[src/rtl/entry_gate_ctrl.sv]
// entry_gate_ctrl: debounced entry/exit sensing and sequencing FSM for the speed-checked barrier.
// Times a vehicle between two beams, judges the divider result and drives the datapath strobes.
module entry_gate_ctrl #(
    parameter int WIDTH_SPEED = 14,
    parameter int SYS_FREQ    = 50000000,
    parameter int DEB_MS      = 5,
    parameter int MAX_VEH     = 3,
    parameter int SPEED_LIMIT = 20,
    parameter int TIMEOUT_MS  = 2000,
    parameter int BARRIER_MS  = 3000
) (
    input  logic                   clk,
    input  logic                   reset_n,
    input  logic                   s1_in,
    input  logic                   s2_in,
    input  logic                   exit1_in,
    input  logic                   exit2_in,
    input  logic                   manual_open,
    input  logic                   manual_close,
    input  logic [1:0]             num_veh,
    input  logic [WIDTH_SPEED-1:0] speed,
    input  logic                   done,
    output logic                   init,
    output logic                   count,
    output logic                   cal,
    output logic                   up,
    output logic                   down,
    output logic                   down2,
    output logic                   en,
    output logic                   dis,
    output logic                   busy,
    output logic                   overspeed,
    output logic                   full_rej
);
    localparam int TICK_N = SYS_FREQ / 1000;
    localparam int CW     = TICK_N > 1 ? $clog2(TICK_N) : 1;
    localparam int DW     = DEB_MS > 1 ? $clog2(DEB_MS) : 1;
    localparam int TMAX   = TIMEOUT_MS > BARRIER_MS ? TIMEOUT_MS : BARRIER_MS;
    localparam int TW     = $clog2(TMAX + 1);
    localparam logic [CW-1:0]          TICK_END = CW'(TICK_N - 1);
    localparam logic [DW-1:0]          DEB_END  = DW'(DEB_MS - 1);
    localparam logic [TW-1:0]          T_OUT    = TW'(TIMEOUT_MS);
    localparam logic [TW-1:0]          T_BAR    = TW'(BARRIER_MS);
    localparam logic [2:0]             VEH_MAX  = 3'(MAX_VEH);
    localparam logic [WIDTH_SPEED-1:0] LIM      = WIDTH_SPEED'(SPEED_LIMIT);

    typedef enum logic [2:0] {IDLE, ARM, TIMING, ABORT, CALC, WAITDIV, DECIDE, HOLD} state_t;
    state_t state, nxt;

    logic [CW-1:0]          tcnt;
    logic [TW-1:0]          tmr;
    logic [5:0]             sy1, sy2;
    logic [3:0]             deb, deb_q, rise;
    logic [1:0]             man_q, mrise;
    logic [WIDTH_SPEED-1:0] spd_r;
    logic                   tick, done_r, pend1, pend2, close_pend, close_req, room, hold_end, reject;

    assign tick = tcnt == TICK_END;

    always_ff @(posedge clk or negedge reset_n)
        if (!reset_n) tcnt <= '0;
        else tcnt <= tick ? '0 : tcnt + 1'b1;

    // bits 3:0 are debounced sensors, bits 5:4 the manual requests (sync + edge only)
    always_ff @(posedge clk or negedge reset_n)
        if (!reset_n) begin
            sy1   <= '0;
            sy2   <= '0;
            deb_q <= '0;
            man_q <= '0;
        end else begin
            sy1   <= {manual_close, manual_open, exit2_in, exit1_in, s2_in, s1_in};
            sy2   <= sy1;
            deb_q <= deb;
            man_q <= sy2[5:4];
        end

    genvar i;
    for (i = 0; i < 4; i = i + 1) begin : g_deb
        logic [DW-1:0] dcnt;
        logic          lvl;
        always_ff @(posedge clk or negedge reset_n)
            if (!reset_n) begin
                dcnt <= '0;
                lvl  <= 1'b0;
            end else if (sy2[i] == lvl) dcnt <= '0;
            else if (tick) begin
                dcnt <= dcnt == DEB_END ? '0 : dcnt + 1'b1;
                lvl  <= dcnt == DEB_END ? sy2[i] : lvl;
            end
        assign deb[i] = lvl;
    end

    assign rise  = deb & ~deb_q;
    assign mrise = sy2[5:4] & ~man_q;

    always_ff @(posedge clk or negedge reset_n)
        if (!reset_n) begin
            state      <= IDLE;
            tmr        <= '0;
            done_r     <= 1'b0;
            spd_r      <= '0;
            overspeed  <= 1'b0;
            pend1      <= 1'b0;
            pend2      <= 1'b0;
            close_pend <= 1'b0;
        end else begin
            state      <= nxt;
            tmr        <= nxt != state ? '0 : tmr + TW'(tick);
            done_r     <= state == WAITDIV && done;
            spd_r      <= state == WAITDIV && done ? speed : spd_r;
            overspeed  <= state == ARM ? 1'b0 : overspeed | reject;
            pend1      <= (pend1 & ~down) | rise[2];
            pend2      <= (pend2 & ~down2) | rise[3];
            close_pend <= close_req & (en | up);
        end

    always_comb begin
        nxt = state;
        case (state)
            IDLE:    nxt = rise[0] && room ? ARM : IDLE;
            ARM:     nxt = TIMING;
            TIMING:  nxt = rise[1] ? (tmr == '0 ? IDLE : CALC) : (tmr == T_OUT ? ABORT : TIMING);
            ABORT:   nxt = IDLE;
            CALC:    nxt = WAITDIV;
            WAITDIV: nxt = done_r ? DECIDE : WAITDIV;
            DECIDE:  nxt = spd_r > LIM ? IDLE : HOLD;
            HOLD:    nxt = hold_end ? IDLE : HOLD;
            default: nxt = IDLE;
        endcase
    end

    assign room      = {1'b0, num_veh} < VEH_MAX;
    assign hold_end  = state == HOLD && tmr == T_BAR;
    assign reject    = (state == TIMING && rise[1] && tmr == '0) || (state == DECIDE && spd_r > LIM);
    assign init      = state == ARM || state == ABORT;
    assign count     = state == TIMING;
    assign cal       = state == CALC;
    assign up        = state == DECIDE && spd_r <= LIM;
    // up wins the decrement slot; exit pulses wait in pend1/pend2
    assign down      = pend1 & ~up;
    assign down2     = pend2 & ~pend1 & ~up;
    assign en        = mrise[0];
    assign close_req = mrise[1] | close_pend;
    assign dis       = (close_req & ~en & ~up) | hold_end;
    assign busy      = state != IDLE;
    assign full_rej  = state == IDLE && rise[0] && !room;
endmodule

[config.mk]
export PLATFORM = sky130hd
export DESIGN_NAME = entry_gate_ctrl
export DESIGN_NICKNAME = d
export VERILOG_FILES = /design/src/rtl/entry_gate_ctrl.sv
export SDC_FILE = /design/constraint.sdc
export NUM_CORES = 1
export LEC_CHECK = 0
export BUFFER_PORTS_ARGS = -buffer_cell sky130_fd_sc_hd__buf_4
export CELL_PAD_IN_SITES_DETAIL_PLACEMENT = 1
export CELL_PAD_IN_SITES_GLOBAL_PLACEMENT = 1
export CORE_MARGIN = 1.5
export CORE_UTILIZATION = 50
export CTS_CLUSTER_DIAMETER = 200
export DETAILED_ROUTE_END_ITERATION = 6
export PLACE_DENSITY_LB_ADDON = 0.25
export SLEW_MARGIN = 20
export SYNTH_ARGS = -nofsm -noshare
export SYNTH_HDL_FRONTEND = slang
export SYNTH_SLANG_ARGS = --single-unit
[constraint.sdc]
create_clock -name clk -period 6.1 [get_ports clk]
set_input_delay 0.305 -clock clk [delete_from_list [all_inputs] [get_ports clk]]
set_output_delay 0.305 -clock clk [all_outputs]
set_load 0.05 [all_outputs]
### Word-level counts from Yosys, hierarchy flattened

Index checks and enable logic that the tools add are counted.
Widths: inputs -> output; s select.

* memory bits (read-only): 0
* flip-flop bits (word level): 84
* input bits: 25
* memories: 0
* bits in latches: 0
* output and inout port bits: 11
* memory bits (writable): 0
* word-level logic and storage cells: 122

* shifts and indexed selects: 0
* equality and inequality tests: 19
* mux-type cells: 23
* div/mod/pow operators: 0
* add/subtract/negate cells: 6
* multipliers: 0
* bitwise operators: 27
* reductions and logical operators: 23
* magnitude comparators: 3

Operators by type and width (number)
* $mux 3: 16
* $eq 3x3->1 const B: 8
* $pmux 3 s8: 1
* $add 16x1->16 const B: 1
* $eq 16x16->1 const B: 1
* $mux 16: 1
* $gt 14x5->1 const B: 1
* $le 14x5->1 const B: 1
* $add 12x1->12: 1
* $add 3x1->3 const B: 4
* $eq 12x11->1 const B: 1
* $eq 12x12->1 const B: 1
* $logic_not 12->1: 1
* $mux 12: 1
* $reduce_and 3->1: 4
* $logic_and 1x1->1: 9
* $not 1->1: 9
* $and 1x1->1: 8
* $reduce_bool 2->1: 4
* $eq 3x2->1 const B: 2
* $or 1x1->1: 6
* $and 4x4->4: 1
* $eq 1x1->1: 4
* $not 4->4: 1
* 11 further kinds: 14

### Logic depth before layout (Yosys ltp)

Gate-level depths: netlist (run 1).

* depth after elaboration: 7
* depth in mapped cells: 13
* gate-level depth less buffers: 11

### Worst setup path before layout (run 1)

No wires, ideal clock.

* kind: register -> register
* start: register state[0]
* end: register tmr[11]
* stages on the path, launching flop included: 8
* period minus slack after synthesis: 2992 ps
* setup slack: 3108 ps
* data arrival time: 2854 ps
* setup time: 139 ps
* buffers on the path: 2
* required time: 5961 ps
* cell sequence: dfrtp_1 > clkbuf_1 > nor3b_1 > nand2_1 > o41ai_1 > o32a_4 > buf_6 > o32ai_1

* elaborated cells between the ends (all ways): 13
* those cells by class: eq/ne (8); mux (3); reduce/logical (2)

RTL lines
* from (decl): RTL line 48 `state_t state, nxt;`
* from (signal assigned): RTL line 108 `state <= nxt;`
* $eq 3x2->1
* named net count: RTL line 24 `output logic count,`
* $pmux 3 s8: RTL line 120 `case (state)`
* named net nxt[0]: RTL line 48
* $ne 3x3->1: RTL line 109 `tmr <= nxt != state ? '0 : tmr + TW'(tick);`
* $mux 12: RTL line 109
* to (signal assigned): RTL line 109
* to (decl): RTL line 51 `logic [TW-1:0] tmr;`

The timed path passes the listed nets, and every way through them passes these cells.
A chain may end at the register's enable or synchronous reset.

### Worst setup path after layout (run 1)

* start: register tcnt[0]
* end: register tmr[10]

* word-level cells in the longest chain between the ends: 3

RTL lines
* from (decl): RTL line 50 `logic [CW-1:0] tcnt;`
* from (signal assigned): RTL line 62 `else tcnt <= tick ? '0 : tcnt + 1'b1;`
* $eq 16x16->1: RTL line 58 `assign tick = tcnt == TICK_END;`
* $add 12x1->12: RTL line 109
* $mux 12: RTL line 109

Every way passes these cells.

==> key figures, run 1 <==
Status
  – Run status: completed

Synth
  – Fraction of the yosys area taken by sequential cells: 0.531
  – Flops & latches, synth: 84
  – Ys flop type: dfrtp_1
  – Post-synth EDFFs: 0
  – Yosys warning count: 0
  – Unique masters post-synth: 49
  – Synth Area per Inst: 10.2 um2
  – Async S/R FF share, synth: 1.00
  – Syn Inst Count: 387
  – Synth Net Count: ~420
  – Netlist Area Pre-Place: roughly 4000 um2

Finish
  – Reg area: 2100 um2
  – Layout cells sized above 1: 0.168
  – Commonest non-fill, non-tap cells in the layout: dfrtp_1 (84), nand2_1 (65), buf_4 (36)
  – Area Growth Syn to Fin: 13.7%
  – Leading cell type in the layout, fill and taps excluded: dfrtp_1
  – Multi-input gate area: 1740 um2
  – Antenna diodes: 0
  – Fillers: 872
  – Final #Nets: between 400 and 500

Drt
  – # DRC: 0
  – Met2 WL: 4.58 mm
  – Drt initial violations: 121
  – Wire length per cell: 16.4 um
  – DR vias: 2,979
  – Drt total wl: between 8 and 9 mm
  – Met1 Routed Length: 3.76 mm
  – Met3 wire len: ~240 um
  – DRT Pass-1 Iters: 4
  – Via/cell ratio: roughly 5.6
  – Highest metal used: met4
  – ANT nets after route: 0

Timing
  – Relative slew slack: 0.277
  – Setup TNS: 0 ns
  – Worst slew pin tran: 1.08 ns
  – RSZ-0062 raised after global routing: no
  – Fin Hold WS: 0.0418 ns
  – Fin crit share: 0.638
  – Max Fclk: 0.257 GHz
  – Fin. max-slew vios: 0
  – Setup violations, final: 0
  – Final Hold Fails: 0
  – Clk_skew: 0.00862 ns
  – Minimum clock period: 3.89 ns

CTS
  – CTS tree: built
  – Post-CTS Hold Fix Bufs: 1
  – Max Root-Sink Buffers: 2
  – CTS Sinks: 84
  – CTS resizes: 0
  – Worst-Skew Late Latency: 0.36 ns
  – Post-CTS Setup Repair Bufs: 0
  – TritonCTS Buffers: 9
  – Worst-path clk slew: 0.09 ns
  – CTS HTree Levels: 3
  – Root buffer cell: clkbuf_8

Global routing
  – First-pass GRT wire length: 15.0 mm
  – Pin count of the biggest net entering global routing: 48
  – GR Util All Layers: 0.226
  – Initial antenna violation count: 0
  – Number of global-route vias before repair: between 3,000 and 4,000
  – Grt total ovfl: 0

Floorplanning
  – Core region area: about 7700 um2
  – Core Rows: 32
  – Die height: about 90 um
  – Initial Utilization: 0.515
  – Die ar.: around 8500 um2
  – Top-level I/O count: 36
  – Die Wd: 92.0 um

Worst setup path
  – CP Buf/Inv Count: 1
  – Reg2Reg Depth: 11
  – CP Capture Type: flip-flop
  – Crit-path max FO: 21
  – Crit path max-delay family: simple AND/OR/NAND/NOR gates
  – Slowest stage cell, crit path: inv_1
  – Cells along the critical path: ha_1, and3_1, nand4_1, inv_1, ha_1, ha_1, nand2_1, nor3_1, xnor2_1, or3_1, o32ai_2
  – CP Data Arrival Time: 4.15 ns
  – CP max stage delay: approximately 0.80 ns
  – Crit path depth: 11
  – CP dominant cell by count: ha_1
  – Crit Path Class: flip-flop to flip-flop
  – CP Launch Type: flip-flop
  – WP data required: around 6.4 ns

Worst hold path
  – Worst Hold Depth: 1
  – Worst min path class: primary input to flip-flop

Placed design
  – RePlAce Congestion: 0.824
  – IO Port Bufs: 35
  – DP HPWL: 6.03 mm

Power and ir drop
  – P_leak: 2.17 nW
  – Peak supply drop: roughly 110 uV
  – Power Dens Cells: 216 nW/um2

Job
  – Maxcap violations: 0
cells by family after synthesis:
logic type	synth area share
and+or+nand+nor	0.234
AOI/OAI and AO/OA	0.101
DFF	0.531
buffers and inverters	0.0281
xor gates and xnor gates	0.0598
muxes	0.0114
adders and majority gates	0.0348
power by group:
| group | total [mW] | switching [mW] | internal (mW) |
|---|---|---|---|
| sequential | 0.563 | 0.00218 | 0.561 |
| combinational | 0.0313 | 0.0182 | 0.0131 |
| clock | 0.377 | 0.204 | 0.172 |
sequential cells by signal (all words and copies together), names as in the netlist:
signal / flops
sy2: 6
man_q: 2
deb_q: 4
pend1: 1
state: 3
tcnt: 16
sy1: 6
g_deb.lvl: 4
g_deb.dcnt: 12
overspeed: 1
close_pend: 1
done_r: 1
spd_r: 14
tmr: 12
pend2: 1
metrics by stage:
| stage | utilization | setup WS [ns] | cell area [um2] | cells | total power [mW] |
|---|---|---|---|---|---|
| 2_1_floorplan | - | 3.11 | 3960 | 387 | 0.580 |
| 3_3_place_gp | 0.559 | 2.47 | 4300 | 513 | 0.606 |
| 3_5_place_dp | 0.559 | 2.17 | 4300 | 513 | 0.607 |
| 4_1_cts | 0.585 | 2.21 | 4500 | 530 | 0.986 |
| 5_1_grt | 0.585 | 1.76 | 4500 | 530 | 1.01 |
| 6_report | 0.585 | 2.21 | 4500 | 530 | 0.972 |
area by class of cell:
cell class,count,share of cell area
sequential,84,0.467
timing repair buffer,37,0.0623
clock buffer,12,0.0345
multi-input combinational,276,0.388
tap,102,0.0284
clock inverter,4,0.00723
inverter,15,0.0125
per-layer routing:
| layer | vias up | track usage |
|---|---|---|
| met4 | 0 | 0.0782 |
| met2 | 37 | 0.392 |
| met5 | - | 0 |
| met1 | 1527 | 0.280 |
| li1 | 1405 | - |
| met3 | 10 | 0.0456 |
synth_stat cells (2+ instances only):
cell | count | share of area
dfrtp_1 | 84 | 0.53
inv_1 | 15 | 0.014
o32ai_1 | 3 | 0.0066
xnor2_1 | 16 | 0.035
xor2_1 | 11 | 0.024
o21ai_0 | 12 | 0.015
o22ai_1 | 3 | 0.0047
nor3_2 | 2 | 0.0051
a211oi_1 | 2 | 0.0038
nand2_1 | 65 | 0.062
nor4_1 | 3 | 0.0047
or4_1 | 2 | 0.0038
nor3_1 | 10 | 0.013
nand3b_1 | 6 | 0.011
clkbuf_1 | 8 | 0.0076
nor4bb_1 | 2 | 0.0051
and3_1 | 5 | 0.0079
nand4_1 | 5 | 0.0079
ha_1 | 11 | 0.035
nor3b_1 | 2 | 0.0038
a21oi_1 | 15 | 0.019
or3b_1 | 2 | 0.0044
or3_1 | 11 | 0.017
o32ai_2 | 7 | 0.029
nand3_1 | 21 | 0.027
mux2_2 | 4 | 0.011
nor2_1 | 30 | 0.028
nor2b_1 | 5 | 0.0079
buf_2 | 2 | 0.0025
nand2b_1 | 4 | 0.0063
final timing paths:
kind                            startpoint        to  slack, ns
worst max-delay path               tcnt[0]   tmr[10]       2.21
worst min-delay path              exit1_in    sy1[2]       0.04
worst max register to register     tcnt[0]   tmr[10]       2.21
worst min register to register      sy1[5]    sy2[5]       0.35
max in group asynchronous          reset_n  man_q[1]       4.70
min in group asynchronous          reset_n    tmr[7]       0.44
Power figures use the tool's default switching activity.
==> run 2, diff against run 1 <==
- CORE_UTILIZATION: 50 -> 46
- clock period: 6.1 -> 3.63 ns (I/O delays scaled with it)
==> run 2 against run 1 <==
Utilization decreased by 3.3 points. Total power increased by 62%. Largest power group unchanged. Via count decreased by 0.50%. Wire length increased by 0.83%.
==> key figures, run 2 (same netlist as run 1, synthesis figures left out) <==
CTS
  – CTS HTree Levels: 3 (unchanged)
  – Root buffer cell: clkbuf_8
  – Worst-path clk slew: 0.08 ns (about the same)
  – Post-CTS Setup Repair Bufs: 0 (unchanged)
  – Worst-Skew Late Latency: 0.35 ns (about the same)
  – CTS Sinks: 84 (unchanged)
  – Max Root-Sink Buffers: 2 (unchanged)
  – CTS tree: built
  – TritonCTS Buffers: 9 (unchanged)

Power and ir drop
  – Sw frac: 0.223 (-0.00824)
  – P_leak: 2.20 nW (+1.6%)
  – Power Dens Cells: 346 nW/um2 (+60%)
  – Clock power frac: 0.361 (-0.027)
  – Internal power: 1.22 mW (+64%)
  – Peak supply drop: 191 uV (+78%)
  – Sw Pwr: 0.351 mW (+56%)
  – Gate power share: 0.037 (+0.005)
  – Sequential share of power: 0.601 (+0.021)

Floorplanning
  – Die ar.: 9170 um2 (+8.4%)
  – Die height: 95.8 um (+4.1%)
  – Die Wd: 95.8 um (+4.1%)
  – Core region area: 8260 um2 (+7.4%)
  – Core Rows: 33 (+3.1%)
  – Initial Utilization: 0.479 (-0.0356)
  – Top-level I/O count: 36 (unchanged)

Timing
  – Final Hold Fails: 0 (unchanged)
  – Minimum clock period: 2.73 ns (-1.15 ns)
  – Setup violations, final: 0 (unchanged)
  – Worst slew pin tran: 0.732 ns (-0.346 ns)
  – Max Fclk: 0.366 GHz (+42%)
  – RSZ-0062 raised after global routing: no
  – Fin crit share: 0.753 (+0.116)
  – Fin. max-slew vios: 0 (unchanged)
  – Clk_skew: 0.00959 ns (+0.000970 ns)
  – Relative slew slack: 0.512 (+0.235)
  – Setup TNS: 0 ns (unchanged)
  – Final setup margin: 0.895 ns (-1.32 ns)

Global routing
  – Number of global-route vias before repair: 3,236 (+4.0%)
  – GR Util All Layers: 0.217 (-0.00859)
  – Pin count of the biggest net entering global routing: 58 (+21%)
  – Initial antenna violation count: 0 (unchanged)
  – Grt total ovfl: 0 (unchanged)
  – First-pass GRT wire length: 15.3 mm (+2.1%)

Worst setup path
  – Cells along the critical path: ha_1, and3_1, nand4_1, buf_4, inv_1, ha_1, ha_1, nand2_1, nor3_1, xnor2_1, or3_1, o32ai_2
  – CP Launch Type: flip-flop
  – WP data required: 3.88 ns (-2.49 ns)
  – Crit Path Class: flip-flop to flip-flop
  – CP Capture Type: flip-flop
  – CP Data Arrival Time: 2.98 ns (-1.17 ns)
  – Slowest stage cell, crit path: dfrtp_1
  – Crit-path max FO: 18 (-14%)
  – Reg2reg setup slack: 0.90 ns (-1.32 ns)
  – CP max stage delay: 0.42 ns (-0.38 ns)
  – CP dominant cell by count: ha_1

Job
  – Maxcap violations: 0 (unchanged)

Drt
  – ANT nets after route: 0 (unchanged)
  – Wire length per cell: 16.3 um (-0.86%)
  – DR vias: 2,964 (-0.50%)
  – # DRC: 0 (unchanged)
  – Via/cell ratio: 5.50 (-2.2%)
  – Drt initial violations: 69 (-43%)
  – DRT Pass-1 Iters: 4 (unchanged)
  – Drt total wl: 8.78 mm (+0.83%)

Placed design
  – DP Worst Slack: 0.893 ns (-1.27 ns)
  – DP HPWL: 6.07 mm (+0.52%)
  – IO Port Bufs: 35 (unchanged)
  – RePlAce Congestion: 0.796 (-3.3%)

Finish
  – Final #Nets: 469 (+2.2%)
  – Layout cells sized above 1: 0.168 (about the same)
  – Max FFs per register: 16 (unchanged)
  – Antenna diodes: 0 (unchanged)
  – Leading cell type in the layout, fill and taps excluded: dfrtp_1
  – Area Growth Syn to Fin: 15.1%
  – Multi-input gate area: 1740 um2 (unchanged)
  – Reg with most FFs: tcnt
  – Largest registers: tcnt (16), spd_r (14)
  – Reg area: 2100 um2 (unchanged)
  – Fillers: 939 (+7.7%)
  – Commonest non-fill, non-tap cells in the layout: dfrtp_1 (84), nand2_1 (65), buf_4 (40)

Worst hold path
  – Worst min path class: primary input to flip-flop

Status
  – Run status: completed
==> run 2: routing by layer <==
metal	part of all wire	vias to the layer above	track usage
met4	0.0098	0	0.0625
met1	0.45	1498	0.275
li1	-	1426	-
met5	0	-	0
met2	0.52	33	0.379
met3	0.025	7	0.0387
==> run 2: final timing paths <==
path,from,end,cells after the start
worst max-delay path,tcnt[0],tmr[10],12
worst max register to register,tcnt[0],tmr[10],12
worst min-delay path,speed[12],spd_r[12],3
max in group asynchronous,reset_n,state[0],3
worst min register to register,sy1[5],sy2[5],0
min in group asynchronous,reset_n,tmr[9],2
==> run 2: repair_timing <==
item	CTS	global route
hold buffers	7	0
resized for setup	0	0
endpoints found under the hold margin	62	0
==> run 2: area by class of cell <==
type | count | area share
Clock buffer | 10 | 0.0302
Clock inverter | 2 | 0.00302
Inverter | 15 | 0.0124
Multi-Input combinational cell | 276 | 0.383
Sequential cell | 84 | 0.461
Tap cell | 105 | 0.0288
Timing Repair Buffer | 47 | 0.0813
==> run 2: power by group through the flow <==
stage / clock network [mW] / logic [mW] / registers [mW]
2_1_floorplan: 0 / 0.0105 / 0.964
3_3_place_gp: 0 / 0.0539 / 0.965
3_5_place_dp: 0 / 0.0549 / 0.966
4_1_cts: 0.586 / 0.0609 / 0.947
5_1_grt: 0.619 / 0.0656 / 0.948
6_report: 0.569 / 0.0586 / 0.947
==> run 2: critical path: cells and delay by family (launching register included) <==
family | cells | cell delay, ns
XOR/XNOR | 1 | 0.13
flip-flops | 1 | 0.42
adder cells (fa/ha/maj) | 3 | 0.59
AO/OA/AOI/OAI | 1 | 0.12
buffers and inverters | 2 | 0.31
AND/OR/NAND/NOR | 5 | 1.06
==> run 2: stage by stage <==
stage               hold slack [ns]  instances  utilization  total power [mW]  cell area [um2]
CTS                          0.0116        539        0.552              1.59             4560
floorplan                    -0.114        387            -             0.975             3960
detailed placement            0.292        520        0.525              1.02             4330
global route                 0.0242        539        0.552              1.63             4560
finish                       0.0227        539        0.552              1.57             4560
global placement              0.290        520        0.525              1.02             4330
==> run 3, diff against run 2 <==
- clock period: 3.63 -> 2.8 ns (I/O delays scaled with it)
==> run 3 against run 2 <==
Sequential cell count unchanged. Design area up 6.0%. Fmax up 6.0%. Critical path depth down 1. Utilization up 3.3 points. Global-route usage up 1.5 points. Sequential share of layout area down 2.6 points.
==> key figures, run 3 (same netlist as run 1, synthesis figures left out) <==
Finish
  – Final #Nets: 484 (+3.2%)
  – Fillers: 935 (-0.43%)
  – Final core utilization: 0.585 (+0.0330)
  – Reg with most FFs: tcnt
  – Commonest non-fill, non-tap cells in the layout: dfrtp_1 (84), nand2_1 (65), buf_4 (40)
  – Largest registers: tcnt (16), spd_r (14)
  – Area Growth Syn to Fin: 22.0%
  – Layout cells sized above 1: 0.177 (+0.00840)
  – Max FFs per register: 16 (unchanged)
  – Leading cell type in the layout, fill and taps excluded: dfrtp_1
  – Antenna diodes: 0 (unchanged)

CTS
  – CTS HTree Levels: 3 (unchanged)
  – Max Root-Sink Buffers: 2 (unchanged)
  – CTS tree: built
  – Worst-Skew Late Latency: 0.36 ns (about the same)
  – Worst-path clk slew: 0.09 ns (about the same)
  – TritonCTS Buffers: 9 (unchanged)
  – Root buffer cell: clkbuf_8
  – CTS Sinks: 84 (unchanged)

Worst setup path
  – FF-to-FF End: tmr[10]
  – Crit Path Class: flip-flop to flip-flop
  – Critical Path Source: tcnt[0]
  – CP Launch Type: flip-flop
  – Reg2reg setup slack: 0.22 ns (-0.67 ns)
  – Reg2Reg Depth: 11 (-1)
  – Reg2reg start: tcnt[0]
  – WP data required: 3.06 ns (-0.82 ns)
  – Setup crit end: tmr[10]
  – CP Capture Type: flip-flop
  – CP Data Arrival Time: 2.84 ns (-0.14 ns)
  – Crit-path max FO: 4 (-14)

Power and ir drop
  – Sw frac: 0.207 (-0.0164)
  – Power Dens Cells: 509 nW/um2 (+47%)
  – P_leak: 2.33 nW (+5.7%)
  – Internal power: 1.95 mW (+59%)
  – Peak supply drop: 255 uV (+33%)
  – Clock power frac: 0.464 (+0.103)
  – Sequential share of power: 0.499 (-0.102)
  – Gate power share: 0.037 (about the same)
  – Sw Pwr: 0.508 mW (+45%)

Drt
  – DR vias: 3,068 (+3.5%)
  – # DRC: 0 (unchanged)
  – Drt initial violations: 92 (+33%)
  – ANT nets after route: 0 (unchanged)
  – Wire length per cell: 17.2 um (+5.4%)
  – Drt total wl: 9.58 mm (+9.1%)
  – Via/cell ratio: 5.50 (about the same)
  – DRT Pass-1 Iters: 4 (unchanged)

Global routing
  – Initial antenna violation count: 0 (unchanged)
  – First-pass GRT wire length: 16.0 mm (+4.8%)
  – GR Util All Layers: 0.233 (+0.0153)
  – Pin count of the biggest net entering global routing: 85 (+47%)
  – Grt total ovfl: 0 (unchanged)
  – Number of global-route vias before repair: 3,329 (+2.9%)

Floorplanning
  – Die ar.: 9170 um2 (unchanged)
  – Top-level I/O count: 36 (unchanged)
  – Die height: 95.8 um (unchanged)
  – Die Wd: 95.8 um (unchanged)
  – Core region area: 8260 um2 (unchanged)
  – Initial Utilization: 0.479 (unchanged)
  – Core Rows: 33 (unchanged)

Status
  – Run status: completed

Timing
  – Final Hold Fails: 0 (unchanged)
  – Setup violations, final: 0 (unchanged)
  – Fin crit share: 0.921 (+0.168)
  – RSZ-0062 raised after global routing: no
  – Setup TNS: 0 ns (unchanged)
  – Worst slew pin tran: 0.766 ns (+0.0337 ns)
  – Fin. max-slew vios: 0 (unchanged)
  – Max Fclk: 0.388 GHz (+6.0%)
  – Relative slew slack: 0.490 (-0.0225)
  – Minimum clock period: 2.58 ns (-0.156 ns)
  – Clk_skew: 0.0141 ns (+0.00450 ns)

Worst hold path
  – Worst min path class: primary input to flip-flop
  – Worst Hold Depth: 5 (+2)

Placed design
  – IO Port Bufs: 35 (unchanged)
  – RePlAce Congestion: 0.814 (+2.3%)
  – DP HPWL: 6.07 mm (+0.12%)

Job
  – Maxcap violations: 0 (unchanged)
[run 3: per-stage QoR]
stage / setup WS, ns / std cells / hold WS, ns / power (mW) / cell area, um2
floorplan: 0.000610 / 387 / -0.156 / 1.26 / 3970
global placement: 0.340 / 521 / 0.249 / 1.32 / 4350
detailed placement: 0.245 / 521 / 0.250 / 1.32 / 4350
CTS: 0.171 / 558 / 0.251 / 2.49 / 4820
global route: 0.00444 / 558 / 0.313 / 2.54 / 4830
finish: 0.221 / 558 / 0.265 / 2.46 / 4830
[run 3: layer usage]
metal / global-route usage / wire length (um) / part of all wire / vias to the layer above
met1: 0.276 / 4130 / 0.43 / 1551
met2: 0.417 / 5030 / 0.53 / 40
met4: 0.0784 / 170 / 0.018 / 0
met3: 0.0474 / 251 / 0.026 / 14
met5: 0 / 0 / 0 / -
li1: - / - / - / 1463
[run 3: how the worst min path moves through the flow]
stage,start,to,slack (ns)
floorplan,reset_n,close_pend,-0.16
global placement,exit2_in,sy1[3],0.25
detailed placement,exit2_in,sy1[3],0.25
CTS,done,spd_r[4],0.25
global route,done,spd_r[13],0.31
finish,done,spd_r[4],0.27
[run 3: power groups by stage]
stage                     sequential (mW)  clock [mW]  combinational (mW)
after floorplan                      1.25           0              0.0137
after global placement               1.25           0              0.0678
after detailed placement             1.25           0              0.0692
after CTS                            1.23        1.17              0.0924
after global routing                 1.23        1.21               0.101
final                                1.23        1.14              0.0919
[run 3: worst max-delay path, cell delays in order (launching register included)]
cell and delay [ns]:
dfrtp_1 0.42, ha_1 0.24, and3_1 0.26, nand4_1 0.15, inv_1 0.11, ha_1 0.17, ha_1 0.22, nand2_1 0.12
nor3_2 0.20, xnor2_1 0.12, or3_1 0.37, o32ai_2 0.12
[run 3: repair_timing]
item | in CTS | in global routing
setup buffers | 0 | 0
hold buffers | 21 | 0
gates resized for setup | 0 | 1
endpoints found under the setup margin | 0 | 1
hold endpoints to repair | 25 | 0
[run 3: layout make-up]
class                      instances  area, um2  share of cell area
clock buffer                       9        124              0.0257
clock inverter                     7        139              0.0288
inverter                          15       56.3              0.0117
multi-input combinational        276       1750               0.363
sequential                        84       2100               0.435
tap                              105        131              0.0272
timing repair buffer              62        522               0.108
